==> src/rtl/lsu_pkg.sv <==
// lsu_pkg: shared funct3 codes and controller state encoding
// for the load/store unit memory controller.
package lsu_pkg;

  localparam logic [2:0] F3_B  = 3'b000;
  localparam logic [2:0] F3_H  = 3'b001;
  localparam logic [2:0] F3_W  = 3'b010;
  localparam logic [2:0] F3_BU = 3'b100;
  localparam logic [2:0] F3_HU = 3'b101;

  typedef enum logic [2:0] {
    IDLE,
    LOAD,
    WRITE,
    RMW_RD,
    RMW_WR,
    RESP,
    ERR
  } lsu_state_t;

endpackage

==> src/rtl/lsu_mem_ctrl_if.sv <==
// lsu_mem_ctrl_if: core request/response and SRAM strobe bundle.
// slave = controller side, master = core plus SRAM side.
interface lsu_mem_ctrl_if #(
  parameter int WORD_SIZE = 32
);

  logic                 req_valid;
  logic                 req_ready;
  logic                 req_we;
  logic [2:0]           req_funct3;
  logic [WORD_SIZE-1:0] req_addr;
  logic [WORD_SIZE-1:0] req_wdata;

  logic                 resp_valid;
  logic [WORD_SIZE-1:0] resp_rdata;
  logic                 resp_err;

  logic                 mem_re;
  logic                 mem_we;
  logic [WORD_SIZE-1:0] mem_addr;
  logic [WORD_SIZE-1:0] mem_wdata;
  logic [WORD_SIZE-1:0] mem_rdata;

  modport slave (
    input  req_valid, req_we, req_funct3,
    input  req_addr, req_wdata, mem_rdata,
    output req_ready, resp_valid, resp_rdata,
    output resp_err, mem_re, mem_we,
    output mem_addr, mem_wdata
  );

  modport master (
    output req_valid, req_we, req_funct3,
    output req_addr, req_wdata, mem_rdata,
    input  req_ready, resp_valid, resp_rdata,
    input  resp_err, mem_re, mem_we,
    input  mem_addr, mem_wdata
  );

endinterface

==> src/rtl/lsu_align.sv <==
// lsu_align: load byte/half extract with sign/zero extension and
// store byte/half merge into a previously read word.
module lsu_align
  import lsu_pkg::*;
#(
  parameter int WORD_SIZE = 32
) (
  input  logic [2:0]           funct3,
  input  logic [1:0]           off,
  input  logic [WORD_SIZE-1:0] ld_word,
  input  logic [WORD_SIZE-1:0] st_old,
  input  logic [WORD_SIZE-1:0] st_data,
  output logic [WORD_SIZE-1:0] ld_data,
  output logic [WORD_SIZE-1:0] st_word
);

  logic [7:0]  b;
  logic [15:0] h;

  assign b = ld_word[{off, 3'b000} +: 8];
  assign h = off[1] ? ld_word[WORD_SIZE-1:16] : ld_word[15:0];

  always_comb begin
    ld_data = '0;
    unique case (1'b1)
      (funct3 == F3_B):  ld_data = {{(WORD_SIZE-8){b[7]}}, b};
      (funct3 == F3_BU): ld_data = {{(WORD_SIZE-8){1'b0}}, b};
      (funct3 == F3_H):  ld_data = {{(WORD_SIZE-16){h[15]}}, h};
      (funct3 == F3_HU): ld_data = {{(WORD_SIZE-16){1'b0}}, h};
      (funct3 == F3_W):  ld_data = ld_word;
      default:           ld_data = '0;
    endcase
  end

  // half stores pick the lane from off[1] only; off[0] is ignored
  always_comb begin
    st_word = st_old;
    unique case (1'b1)
      (funct3 == F3_B): st_word[{off, 3'b000} +: 8] = st_data[7:0];
      (funct3 == F3_H): begin
        if (off[1]) st_word[WORD_SIZE-1:16] = st_data[15:0];
        else        st_word[15:0] = st_data[15:0];
      end
      (funct3 == F3_W): st_word = st_data;
      default: ;
    endcase
  end

endmodule

==> src/rtl/lsu_mem_ctrl.sv <==
// lsu_mem_ctrl: load/store initiator to a word-addressed SRAM with
// RMW for SB/SH. Define LSU_MISALIGN_CHECK_EN to reject misaligned H/W.
module lsu_mem_ctrl
  import lsu_pkg::*;
#(
  parameter int WORD_SIZE = 32,
  parameter int MEM_BYTES = 1024
) (
  input  logic          clk,
  input  logic          rst,
  lsu_mem_ctrl_if.slave bus
);

  lsu_state_t state_q, state_d;

  logic [WORD_SIZE-1:0] addr_q;
  logic [WORD_SIZE-1:0] wdata_q;
  logic [WORD_SIZE-1:0] merge_q;
  logic [WORD_SIZE-1:0] rdata_q;
  logic [2:0]           f3_q;
  logic [WORD_SIZE-1:0] ld_data;
  logic [WORD_SIZE-1:0] st_word;
  logic                 accept;
  logic                 reject;

  assign accept = bus.req_valid && (state_q == IDLE);

  always_comb begin
    reject = (bus.req_addr >= WORD_SIZE'(MEM_BYTES))
      || !(bus.req_funct3 inside {F3_B, F3_H, F3_W, F3_BU, F3_HU})
      || (bus.req_we && (bus.req_funct3 inside {F3_BU, F3_HU}));
`ifdef LSU_MISALIGN_CHECK_EN
    if ((bus.req_funct3 inside {F3_H, F3_HU}) && bus.req_addr[0])
      reject = 1'b1;
    if ((bus.req_funct3 == F3_W) && (bus.req_addr[1:0] != 2'b00))
      reject = 1'b1;
`endif
  end

  always_comb begin
    state_d = state_q;
    unique case (state_q)
      IDLE: begin
        if (accept) begin
          if (reject)                      state_d = ERR;
          else if (!bus.req_we)            state_d = LOAD;
          else if (bus.req_funct3 == F3_W) state_d = WRITE;
          else                             state_d = RMW_RD;
        end
      end
      LOAD, WRITE, RMW_WR: state_d = RESP;
      RMW_RD:              state_d = RMW_WR;
      RESP, ERR:           state_d = IDLE;
      default:             state_d = IDLE;
    endcase
  end

  always_ff @(posedge clk) begin
    if (rst) begin
      state_q <= IDLE;
      addr_q  <= '0;
      f3_q    <= '0;
      wdata_q <= '0;
      merge_q <= '0;
      rdata_q <= '0;
    end else begin
      state_q <= state_d;
      if (accept) begin
        addr_q  <= bus.req_addr;
        f3_q    <= bus.req_funct3;
        wdata_q <= bus.req_wdata;
        rdata_q <= '0;
      end
      if (state_q == LOAD)   rdata_q <= ld_data;
      if (state_q == RMW_RD) merge_q <= bus.mem_rdata;
    end
  end

  lsu_align #(
    .WORD_SIZE(WORD_SIZE)
  ) u_align (
    .funct3 (f3_q),
    .off    (addr_q[1:0]),
    .ld_word(bus.mem_rdata),
    .st_old (merge_q),
    .st_data(wdata_q),
    .ld_data(ld_data),
    .st_word(st_word)
  );

  // strobes depend on state only, never on the live request
  always_comb begin
    bus.req_ready  = (state_q == IDLE);
    bus.resp_rdata = rdata_q;
    bus.mem_addr   = {addr_q[WORD_SIZE-1:2], 2'b00};
    bus.resp_valid = 1'b0;
    bus.resp_err   = 1'b0;
    bus.mem_re     = 1'b0;
    bus.mem_we     = 1'b0;
    bus.mem_wdata  = '0;
    unique case (state_q)
      LOAD:   bus.mem_re = 1'b1;
      RMW_RD: bus.mem_re = 1'b1;
      WRITE: begin
        bus.mem_we    = 1'b1;
        bus.mem_wdata = wdata_q;
      end
      RMW_WR: begin
        bus.mem_we    = 1'b1;
        bus.mem_wdata = st_word;
      end
      RESP: bus.resp_valid = 1'b1;
      ERR: begin
        bus.resp_valid = 1'b1;
        bus.resp_err   = 1'b1;
      end
      default: ;
    endcase
  end

endmodule

==> src/flat_wrapper.sv <==
// flat-port wrapper written by rule: the top's interface ports become plain ports
module lsu_mem_ctrl_flat import lsu_pkg::*;
#(
  parameter int WORD_SIZE = 32,
  parameter int MEM_BYTES = 1024
)
  (clk, rst, bus_req_valid, bus_req_we, bus_req_funct3, bus_req_addr, bus_req_wdata, bus_mem_rdata, bus_req_ready, bus_resp_valid, bus_resp_rdata, bus_resp_err, bus_mem_re, bus_mem_we, bus_mem_addr, bus_mem_wdata);
  lsu_mem_ctrl_if #(.WORD_SIZE(WORD_SIZE)) bus_i ();
  input  logic clk;
  input  logic rst;
  input wire logic [$bits(bus_i.req_valid)-1:0] bus_req_valid;
  input wire logic [$bits(bus_i.req_we)-1:0] bus_req_we;
  input wire logic [$bits(bus_i.req_funct3)-1:0] bus_req_funct3;
  input wire logic [$bits(bus_i.req_addr)-1:0] bus_req_addr;
  input wire logic [$bits(bus_i.req_wdata)-1:0] bus_req_wdata;
  input wire logic [$bits(bus_i.mem_rdata)-1:0] bus_mem_rdata;
  output wire logic [$bits(bus_i.req_ready)-1:0] bus_req_ready;
  output wire logic [$bits(bus_i.resp_valid)-1:0] bus_resp_valid;
  output wire logic [$bits(bus_i.resp_rdata)-1:0] bus_resp_rdata;
  output wire logic [$bits(bus_i.resp_err)-1:0] bus_resp_err;
  output wire logic [$bits(bus_i.mem_re)-1:0] bus_mem_re;
  output wire logic [$bits(bus_i.mem_we)-1:0] bus_mem_we;
  output wire logic [$bits(bus_i.mem_addr)-1:0] bus_mem_addr;
  output wire logic [$bits(bus_i.mem_wdata)-1:0] bus_mem_wdata;
  assign bus_i.req_valid = bus_req_valid;
  assign bus_i.req_we = bus_req_we;
  assign bus_i.req_funct3 = bus_req_funct3;
  assign bus_i.req_addr = bus_req_addr;
  assign bus_i.req_wdata = bus_req_wdata;
  assign bus_i.mem_rdata = bus_mem_rdata;
  assign bus_req_ready = bus_i.req_ready;
  assign bus_resp_valid = bus_i.resp_valid;
  assign bus_resp_rdata = bus_i.resp_rdata;
  assign bus_resp_err = bus_i.resp_err;
  assign bus_mem_re = bus_i.mem_re;
  assign bus_mem_we = bus_i.mem_we;
  assign bus_mem_addr = bus_i.mem_addr;
  assign bus_mem_wdata = bus_i.mem_wdata;
  lsu_mem_ctrl #(.WORD_SIZE(WORD_SIZE), .MEM_BYTES(MEM_BYTES)) u_core (.clk(clk), .rst(rst), .bus(bus_i));
endmodule
==> config.mk <==
export PLATFORM = sky130hd
export DESIGN_NAME = lsu_mem_ctrl_flat
export DESIGN_NICKNAME = d
export VERILOG_FILES = /design/src/rtl/lsu_pkg.sv /design/src/rtl/lsu_mem_ctrl_if.sv /design/src/rtl/lsu_align.sv /design/src/rtl/lsu_mem_ctrl.sv /design/src/flat_wrapper.sv
export SDC_FILE = /design/constraint.sdc
export NUM_CORES = 1
export LEC_CHECK = 0
export ABC_AREA = 0
export CORE_MARGIN = 3
export CORE_UTILIZATION = 60
export DETAILED_ROUTE_END_ITERATION = 16
export DONT_BUFFER_PORTS = 1
export PLACE_DENSITY = 0.76
export SLEW_MARGIN = 20
export SYNTH_ARGS = -nofsm -noshare
export SYNTH_HDL_FRONTEND = slang
export SYNTH_SLANG_ARGS = --single-unit
==> constraint.sdc <==
create_clock -name clk -period 3.55 [get_ports clk]
set_input_delay 0.355 -clock clk [delete_from_list [all_inputs] [get_ports clk]]
set_output_delay 0.355 -clock clk [all_outputs]
set_load 0.005 [all_outputs]
# After elaboration in Yosys (flattened, before gate mapping)
# Cells that the tools add are included.
# Widths: inputs -> output; s select.
[word_totals]
register_bits = 134
inputBits = 103
out_inout_bits = 101
wordCells = 59
[op_classes]
addsub = 1
order_cmp = 1
n_eq_ne = 15
shift = 3
n_mux = 18
reduce_logical = 15
[ops]
columns = ["cell", "count"]
rows = [
  ["$pmux 32 s5", 1],
  ["$pmux 32 s3", 1],
  ["$mux 32", 2],
  ["$pmux 32 s2", 1],
  ["$mux 16", 3],
  ["$bwmux 32", 1],
  ["$ge 32x11->1 const B", 1],
  ["$shift 8x7->32 const A", 1],
  ["$shiftx 32x6->8", 1],
  ["$shiftx 8x7->32", 1],
  ["$eq 3x3->1 const B", 7],
  ["$eq 3x2->1 const B", 4],
  ["$eq 3x1->1 const B", 3],
  ["$logic_not 3->1", 3],
  ["$mux 3", 3],
  ["$pmux 3 s3", 1],
  ["$neg 5->7", 1],
  ["$reduce_or 2->1", 3],
  ["$mux 1", 5],
  ["$reduce_bool 5->1", 1],
  ["$reduce_bool 2->1", 2],
  ["$reduce_or 3->1", 1],
  ["$logic_and 1x1->1", 2],
  ["$logic_or 1x1->1", 2],
  ["other kinds (2)", 2],
]

# Logic depth before layout (Yosys ltp)
# Gate-level depths: netlist of run 1.
[depth]
ltp_word = 8
mapped_depth = 8
mapped_depth_nobuf = 6

# Modules after synthesis
# A second synthesis of run 1 with hierarchy kept.
[unflattened]
hier_cells = 974
area_unflattened_um2 = 7342.0
[by_module_without_submodules]
columns = ["module", "instances", "cells_each", "area_per_inst_um2", "seq_area_each_um2"]
rows = [
  ["lsu_mem_ctrl", 1, 687, 5393.9, 2682.6],
  ["lsu_align", 1, 287, 1948.1, 0.0],
]

# Worst setup path after synthesis of run 1
# OpenSTA, ideal clock, no wires.
[synth_path]
path_type = "register to output"
from = "reg u_core.addr_q[1]"
to = "out bus_mem_wdata[16]"
t_arrival_ps = 2101
required_ps = 3195
slack_ps = 1094
stages_incl_launch_ff = 9
n_path_buf = 2
cell_sequence = "dfxtp_1 -> buf_4 -> clkbuf_1 -> inv_1 -> ha_1 -> nor2b_1 -> a31oi_1 -> nor3_4 -> a221o_1"
[synth_via]
elab_chain_len = 5
word_cells_on_any_way = 7
cone_classes = "add/sub (1); shift (2); mux (4)"
[synth_lines]
columns = ["item", "line_no", "source"]
rows = [
  ["from (decl)", "lsu_mem_ctrl.sv:16", "logic [WORD_SIZE-1:0] addr_q;"],
  ["from (signal assigned)", "lsu_mem_ctrl.sv:69", "addr_q <= bus.req_addr;"],
  ["$neg 5->7", "lsu_align.sv:39", "(funct3 == F3_B): st_word[{off, 3'b000} +: 8] = st_data[7:0];"],
  ["$shiftx 8x7->32 or $shift 8x7->32 (tied branches)", "lsu_align.sv:39", ""],
  ["$bwmux 32", "lsu_align.sv:39", ""],
  ["$pmux 32 s3 (*)", "lsu_align.sv:38", "unique case (1'b1)"],
  ["$pmux 32 s2 (*)", "lsu_mem_ctrl.sv:101", "unique case (state_q)"],
  ["to (decl)", "flat_wrapper.sv:24", "output wire logic [$bits(bus_i.mem_wdata)-1:0] bus_mem_wdata;"],
]
# Every way passes the cells marked *; elsewhere a longest branch is shown, timed or not.

# Worst setup path in the final report of run 1
[layout_path]
from = "reg u_core.addr_q[0]"
to = "out bus_mem_wdata[22]"
[layout_via]
elab_chain_len = 5
word_cells_on_any_way = 6
cone_classes = "add/sub (1); shift (2); mux (3)"
[layout_lines]
columns = ["item", "line_no"]
rows = [
  ["$neg 5->7 (*)", "lsu_align.sv:39"],
  ["$shiftx 8x7->32 or $shift 8x7->32 (tied branches)", "lsu_align.sv:39"],
  ["$bwmux 32 (*)", "lsu_align.sv:39"],
  ["$pmux 32 s3 (*)", "lsu_align.sv:38"],
  ["$pmux 32 s2 (*)", "lsu_mem_ctrl.sv:101"],
]
# Marks and branches as above.

==> results.json, run 1 <==
{
  "run_status": "complete, no violations",
  "final_critical_path_setup_slack_ps": 375.9,
  "r2r_end": "u_core.addr_q[7]",
  "cts.root.buffer_cell": "sky130_fd_sc_hd__clkbuf_8",
  "global_route.usage.total": 0.3346,
  "async_flop_share": 0,
  "detailroute.wirelength.met3_um": 2554,
  "sequentialPowerShare": 0.413,
  "critical_path.max_fanout": 13,
  "detailedRoute.firstPassIterationCount": 6,
  "setup-violations-final": 0,
  "core_region_area_um2": 10890,
  "y_dimension_of_the_die_um": 111.9,
  "clock-sinks": 134,
  "layout.cells.most_common": "sky130_fd_sc_hd__nand2_1",
  "setup_repair_after_global_routing_missed_its_margin": "no",
  "p_leak_nw": 2.826,
  "critPathKind": "flop to output port",
  "postLayoutCellArea_um2": 8015,
  "yosys_warnings": 0,
  "remaining_drc_errors": 0,
  "clk_pin_slew_worst_paths_ps": 60,
  "vias_per_cell": 6.513,
  "worst_clock_skew_ps": 8.801,
  "diode_insertion_count_for_antenna_repair": 0,
  "synth_cell_types": 64,
  "worstMarginPinSlew_ps": 1057,
  "comb_power_share": 0.170,
  "postSynth.topFlopCell": "sky130_fd_sc_hd__dfxtp_1",
  "max_clock_freq_mhz": 315.0,
  "fillCellCount": 804,
  "clk_path_buf_depth": 2,
  "worst_ep_required_time_ps": 3190,
  "first_global_vias": 6343,
  "finish.net_count": 983,
  "synth-edff-count": 0,
  "ir_drop_uv": 298.9,
  "first_iteration_detailed_routing_drc_count": 830,
  "met1_length_um": 7851,
  "worstSetupEndpoint": "bus_mem_wdata[22]",
  "slew_headroom": 0.2939,
  "power_density_nw_per_um2": 527.1,
  "worstRegToRegCells": 6,
  "multiInputGateArea_um2": 3487,
  "final.min_clock_period_ps": 3174,
  "worst_skew_pair.late_latency_ps": 530,
  "setup_total_negative_slack_ps": 0,
  "post_cts.repair.setup_buffers": 0,
  "clockPowerShare": 0.417,
  "power_switching_share": 0.2893,
  "routed_length_on_met2_um": 10200,
  "cts_inserted_buffers": 17,
  "area_growth_pct": 19.20,
  "floorplan.rows": 38,
  "yosysSeqAreaShare": 0.3990,
  "critPathLaunchType": "flop",
  "synthesis.area_per_instance_um2": 7.967,
  "initial_utilization": 0.6176,
  "arrival_ps": 2820,
  "min_delay_path_depth": 2,
  "drive_above_1_share": 0.07779,
  "setup.worst_path.start": "u_core.addr_q[0]",
  "boundaryPins": 204,
  "timing.final.hold_violations": 0,
  "timing.final.crit_share": 0.8941,
  "setup.reg_to_reg.worst_slack_ps": 700,
  "detailed_place.area_um2": 6402,
  "io_port_bufs": 0,
  "postSynthRegisterBits": 134,
  "cts_max_level": 4,
  "pin_count_of_the_biggest_net_entering_global_routing": 118,
  "endpoint_kind": "output port",
  "seqCellArea_um2": 2683,
  "syn-instance-count": 844,
  "cap_viol_max_count": 0,
  "route.detailed.wl_per_inst_um": 20.90,
  "final_antenna_net_count": 0,
  "gp_congestion": 0.9423,
  "holdCritPathClass": "input port to flop",
  "layout.core_utilization": 0.7362,
  "antenna_found_initial": 0,
  "syn-cell-area_um2": 6724,
  "cell_internal_pwr_mw": 3.002,
  "regToRegStartpoint": "u_core.state_q[2]",
  "via_total_after_detailed_routing": 6689,
  "grt_overflow": 0,
  "finalWirelength_um": 21470,
  "tritoncts": "done",
  "cts-hold-fix-buffers": 100,
  "post_cts_resize_count": 0,
  "timing.final.max_slew_violations": 0,
  "maxUsedRoutingLayer": "met4",
  "dieArea_um2": 12510,
  "dp_worst_setup_slack_ps": 979.2,
  "floorplan.die.width_um": 111.9,
  "grt_first_pass_wirelength_um": 33660,
  "final_cell_mix": "sky130_fd_sc_hd__nand2_1, sky130_fd_sc_hd__dfxtp_1, sky130_fd_sc_hd__a21oi_1",
  "net-switching-power_mw": 1.222,
  "dp_hpwl_um": 13660
}
==> power by group through the flow <==
| stage | Combinational (mW) | Clock (mW) | Sequential [mW] |
|---|---|---|---|
| after floorplan | 0.587 | 0 | 1.70 |
| after detailed placement | 0.577 | 0 | 1.77 |
| after global placement | 0.558 | 0 | 1.77 |
| after global routing | 0.784 | 1.83 | 1.76 |
| after CTS | 0.696 | 1.76 | 1.74 |
| final | 0.719 | 1.76 | 1.74 |
==> stage by stage <==
step	hold slack (ps)	total power, mW	instances
after global placement	431.5	2.324	896
final	12.02	4.224	1027
after detailed placement	436.0	2.348	896
after global routing	8.609	4.372	1027
after floorplan	431.7	2.286	845
after CTS	4.461	4.198	1027
==> flip-flops by register name, summed over array words and instances (netlist names) <==
signal and flops:
u_core.addr_q 32, u_core.wdata_q 32, u_core.f3_q 3, u_core.merge_q 32, u_core.bus.resp_rdata 32, u_core.state_q 3
==> synthesized netlist by cell type (all sizes together) (2+ instances only) <==
cell type	number	area (um^2)
nand2	255	957.2
dfxtp	134	2683
a21oi	111	559.3
buf	62	429.2
clkbuf	34	127.6
o21ai	29	148.9
a22oi	23	172.7
a221oi	19	166.4
nor2	18	70.07
a221o	16	160.2
a32oi	15	131.4
and2	11	68.82
nor3	9	77.57
a211o	8	70.07
a222oi	8	80.08
mux2	8	90.09
nand2b	8	50.05
nand3	8	45.04
nor4	8	71.32
o2bb2ai	7	61.31
a21o	5	37.54
ha	5	62.56
nor3b	4	50.05
inv	3	11.26
nor2b	3	26.27
o21bai	3	22.52
a31oi	2	12.51
and3b	2	18.77
nand3b	2	15.01
nor4b	2	17.52
o21a	2	15.01
or3	2	17.52
or3b	2	17.52
==> worst max-delay path: stages, from the launching register on <==
cell	delay, ps
sky130_fd_sc_hd__dfxtp_1	670
sky130_fd_sc_hd__inv_1	230
sky130_fd_sc_hd__ha_1	370
sky130_fd_sc_hd__nor2b_1	150
sky130_fd_sc_hd__a31oi_1	330
sky130_fd_sc_hd__nor3_4	130
sky130_fd_sc_hd__a221o_1	410
==> cells by family after synthesis <==
| family | after synthesis | share of synthesized area |
|---|---|---|
| simple gates | 341 | 0.2324 |
| other cells | 1 | 0.0005577 |
| fa+ha+maj | 5 | 0.009304 |
| buf+inv | 99 | 0.08448 |
| xor+xnor | 1 | 0.001303 |
| compound gates | 254 | 0.2581 |
| mux | 9 | 0.01489 |
| flops | 134 | 0.3990 |
==> area by class of cell <==
class / instances / share of cell area
timing repair buffer: 107 / 0.1336
clock buffer: 22 / 0.05776
inverter: 3 / 0.001405
sequential: 134 / 0.3347
multi-input combinational: 612 / 0.4351
clock inverter: 9 / 0.01561
tap: 140 / 0.02185
==> per-layer routing <==
metal | up-vias | GRT usage
met5 | - | 0
met4 | 0 | 0.1387
met3 | 83 | 0.1054
met2 | 442 | 0.5496
met1 | 3126 | 0.4066
li1 | 3038 | -
==> how the worst min path moves through the flow <==
stage | start | to | slack (ps)
2_1_floorplan | u_core.wdata_q[16] | u_core.wdata_q[16] | 430
3_3_place_gp | u_core.wdata_q[22] | u_core.wdata_q[22] | 430
3_5_place_dp | rst | u_core.addr_q[7] | 440
4_1_cts | bus_req_addr[0] | u_core.addr_q[0] | 4
5_1_grt | bus_req_addr[0] | u_core.addr_q[0] | 9
6_report | bus_req_we | u_core.state_q[1] | 10
Power figures use the tool's default switching activity.
==> inputs of run 2 (changes only) <==
--- a/config.mk
+++ b/config.mk
@@ -6,11 +6,13 @@
 export NUM_CORES = 1
 export LEC_CHECK = 0
 export ABC_AREA = 0
+export CELL_PAD_IN_SITES_DETAIL_PLACEMENT = 2
+export CELL_PAD_IN_SITES_GLOBAL_PLACEMENT = 2
 export CORE_MARGIN = 3
-export CORE_UTILIZATION = 60
+export CORE_UTILIZATION = 38
 export DETAILED_ROUTE_END_ITERATION = 16
 export DONT_BUFFER_PORTS = 1
-export PLACE_DENSITY = 0.76
+export PLACE_DENSITY_LB_ADDON = 0.1
 export SLEW_MARGIN = 20
 export SYNTH_ARGS = -nofsm -noshare
 export SYNTH_HDL_FRONTEND = slang
==> results.json, run 2 (synthesis gave the netlist of run 1 again) <==
{
  "run_status": "complete, no violations",
  "setup-violations-final": 0,
  "first_global_vias": 6793,
  "final_antenna_net_count": 0,
  "arrival_ps": 2700,
  "power_density_nw_per_um2": 604.1,
  "clock-sinks": 134,
  "p_leak_nw": 2.473,
  "first_iteration_detailed_routing_drc_count": 455,
  "cts.root.buffer_cell": "sky130_fd_sc_hd__clkbuf_16",
  "tritoncts": "done",
  "multiInputGateArea_um2": 3483,
  "worst_skew_pair.late_latency_ps": 420,
  "worst_clock_skew_ps": 4.811,
  "timing.final.max_slew_violations": 0,
  "layout.core_utilization": 0.4209,
  "initial_utilization": 0.3887,
  "grt_overflow": 0,
  "slowest_stage": "sky130_fd_sc_hd__dfxtp_1",
  "setup_repair_after_global_routing_missed_its_margin": "no",
  "layout.cells.most_common": "sky130_fd_sc_hd__nand2_1",
  "finalWirelength_um": 26240,
  "final.min_clock_period_ps": 3053,
  "boundaryPins": 204,
  "clk_path_buf_depth": 2,
  "dp_hpwl_um": 18100,
  "global_route.usage.total": 0.2626,
  "power_switching_share": 0.2971,
  "floorplan.die.width_um": 139.0,
  "hold-worst-slack_ps": 20.72,
  "floorplan.rows": 48,
  "cts_max_level": 4,
  "io_port_bufs": 0,
  "pin_count_of_the_biggest_net_entering_global_routing": 83,
  "series_of_cell_instances_along_the_critical_path": "inv_1 > ha_1 > nor2b_1 > a31oi_1 > nor3_4 > a221o_1",
  "route.detailed.wl_per_inst_um": 25.60,
  "gp_congestion": 0.8685,
  "holdCritPathClass": "input port to flop",
  "via_total_after_detailed_routing": 6315,
  "critPathLaunchType": "flop",
  "vias_per_cell": 6.161,
  "sequentialPowerShare": 0.399,
  "post_cts.repair.setup_buffers": 0,
  "worstMarginPinSlew_ps": 806.4,
  "cts_inserted_buffers": 17,
  "antenna_found_initial": 2,
  "final_cell_mix": "sky130_fd_sc_hd__nand2_1, sky130_fd_sc_hd__dfxtp_1, sky130_fd_sc_hd__a21oi_1",
  "endpoint_kind": "output port",
  "critPathKind": "flop to output port",
  "dieArea_um2": 19330,
  "cap_viol_max_count": 0,
  "comb_power_share": 0.147,
  "remaining_drc_errors": 0,
  "ir_drop_uv": 373.1,
  "area_growth_pct": 8.281,
  "critical_path.max_fanout": 13,
  "max_clock_freq_mhz": 327.6,
  "clockPowerShare": 0.454,
  "cell_internal_pwr_mw": 3.091,
  "fillCellCount": 1947,
  "net-switching-power_mw": 1.306,
  "setup_total_negative_slack_ps": 0,
  "detailedRoute.firstPassIterationCount": 5,
  "timing.final.hold_violations": 0,
  "worst_path_largest_cell_delay_ps": 690,
  "y_dimension_of_the_die_um": 139.0,
  "timing.final.crit_share": 0.8599,
  "grt_first_pass_wirelength_um": 39820,
  "worst_ep_required_time_ps": 3190,
  "core_region_area_um2": 17300,
  "drive_above_1_share": 0.09398,
  "clk_pin_slew_worst_paths_ps": 60,
  "seqCellArea_um2": 2683,
  "slew_headroom": 0.4616,
  "finish.net_count": 893
}
==> run 2: routing by layer <==
metal,GRT usage,vias up,part of all wire
li1,-,2842,-
met5,0,-,0.00030
met4,0.09011,2,0.031
met1,0.2944,3163,0.38
met2,0.4674,254,0.51
met3,0.08655,54,0.078
==> run 2: power by group through the flow <==
stage / Clock [mW] / Sequential (mW) / Combinational [mW]
floorplan: 0 / 1.70 / 0.587
global placement: 0 / 1.78 / 0.579
detailed placement: 0 / 1.79 / 0.615
CTS: 2.02 / 1.75 / 0.636
global route: 2.10 / 1.77 / 0.725
finish: 2.00 / 1.75 / 0.648
==> run 2: final timing paths <==
path                                         start                   endpoint  slack (ps)  cells past startpoint
worst min register to register  u_core.wdata_q[16]         u_core.wdata_q[16]         460                      2
worst max-delay path              u_core.addr_q[0]          bus_mem_wdata[23]         500                      6
worst min-delay path                           rst  u_core.bus.resp_rdata[25]          20                      1
worst max register to register      u_core.f3_q[1]  u_core.bus.resp_rdata[13]        1140                      5
==> run 2: critical path: cells and delay by family (launching register included) <==
kind	cells	cell delay, ps
buf+inv	1	210
simple gates	2	270
fa+ha+maj	1	370
compound gates	2	740
flops	1	690
==> run 2: timing repair <==
item,4_1_cts,5_1_grt
gates resized for setup,0,0
hold endpoints to repair,36,4
hold buffers,2,5
==> run 2: final cells by class <==
class / count / share of cell area
multi-input combinational: 612 / 0.4784
antenna: 2 / 0.0006874
tap: 225 / 0.03867
clock inverter: 14 / 0.03059
clock buffer: 18 / 0.06032
inverter: 3 / 0.001547
timing repair buffer: 17 / 0.02131
sequential: 134 / 0.3684
==> run 2: stage by stage <==
stage	area (um^2)	setup slack [ps]	std cells	total power, mW
2_1_floorplan	6728	1094	845	2.286
3_3_place_gp	6531	1049	984	2.360
3_5_place_dp	6531	950.8	984	2.400
4_1_cts	7223	488.3	1018	4.412
5_1_grt	7281	312.9	1025	4.599
6_report	7281	497.3	1025	4.398
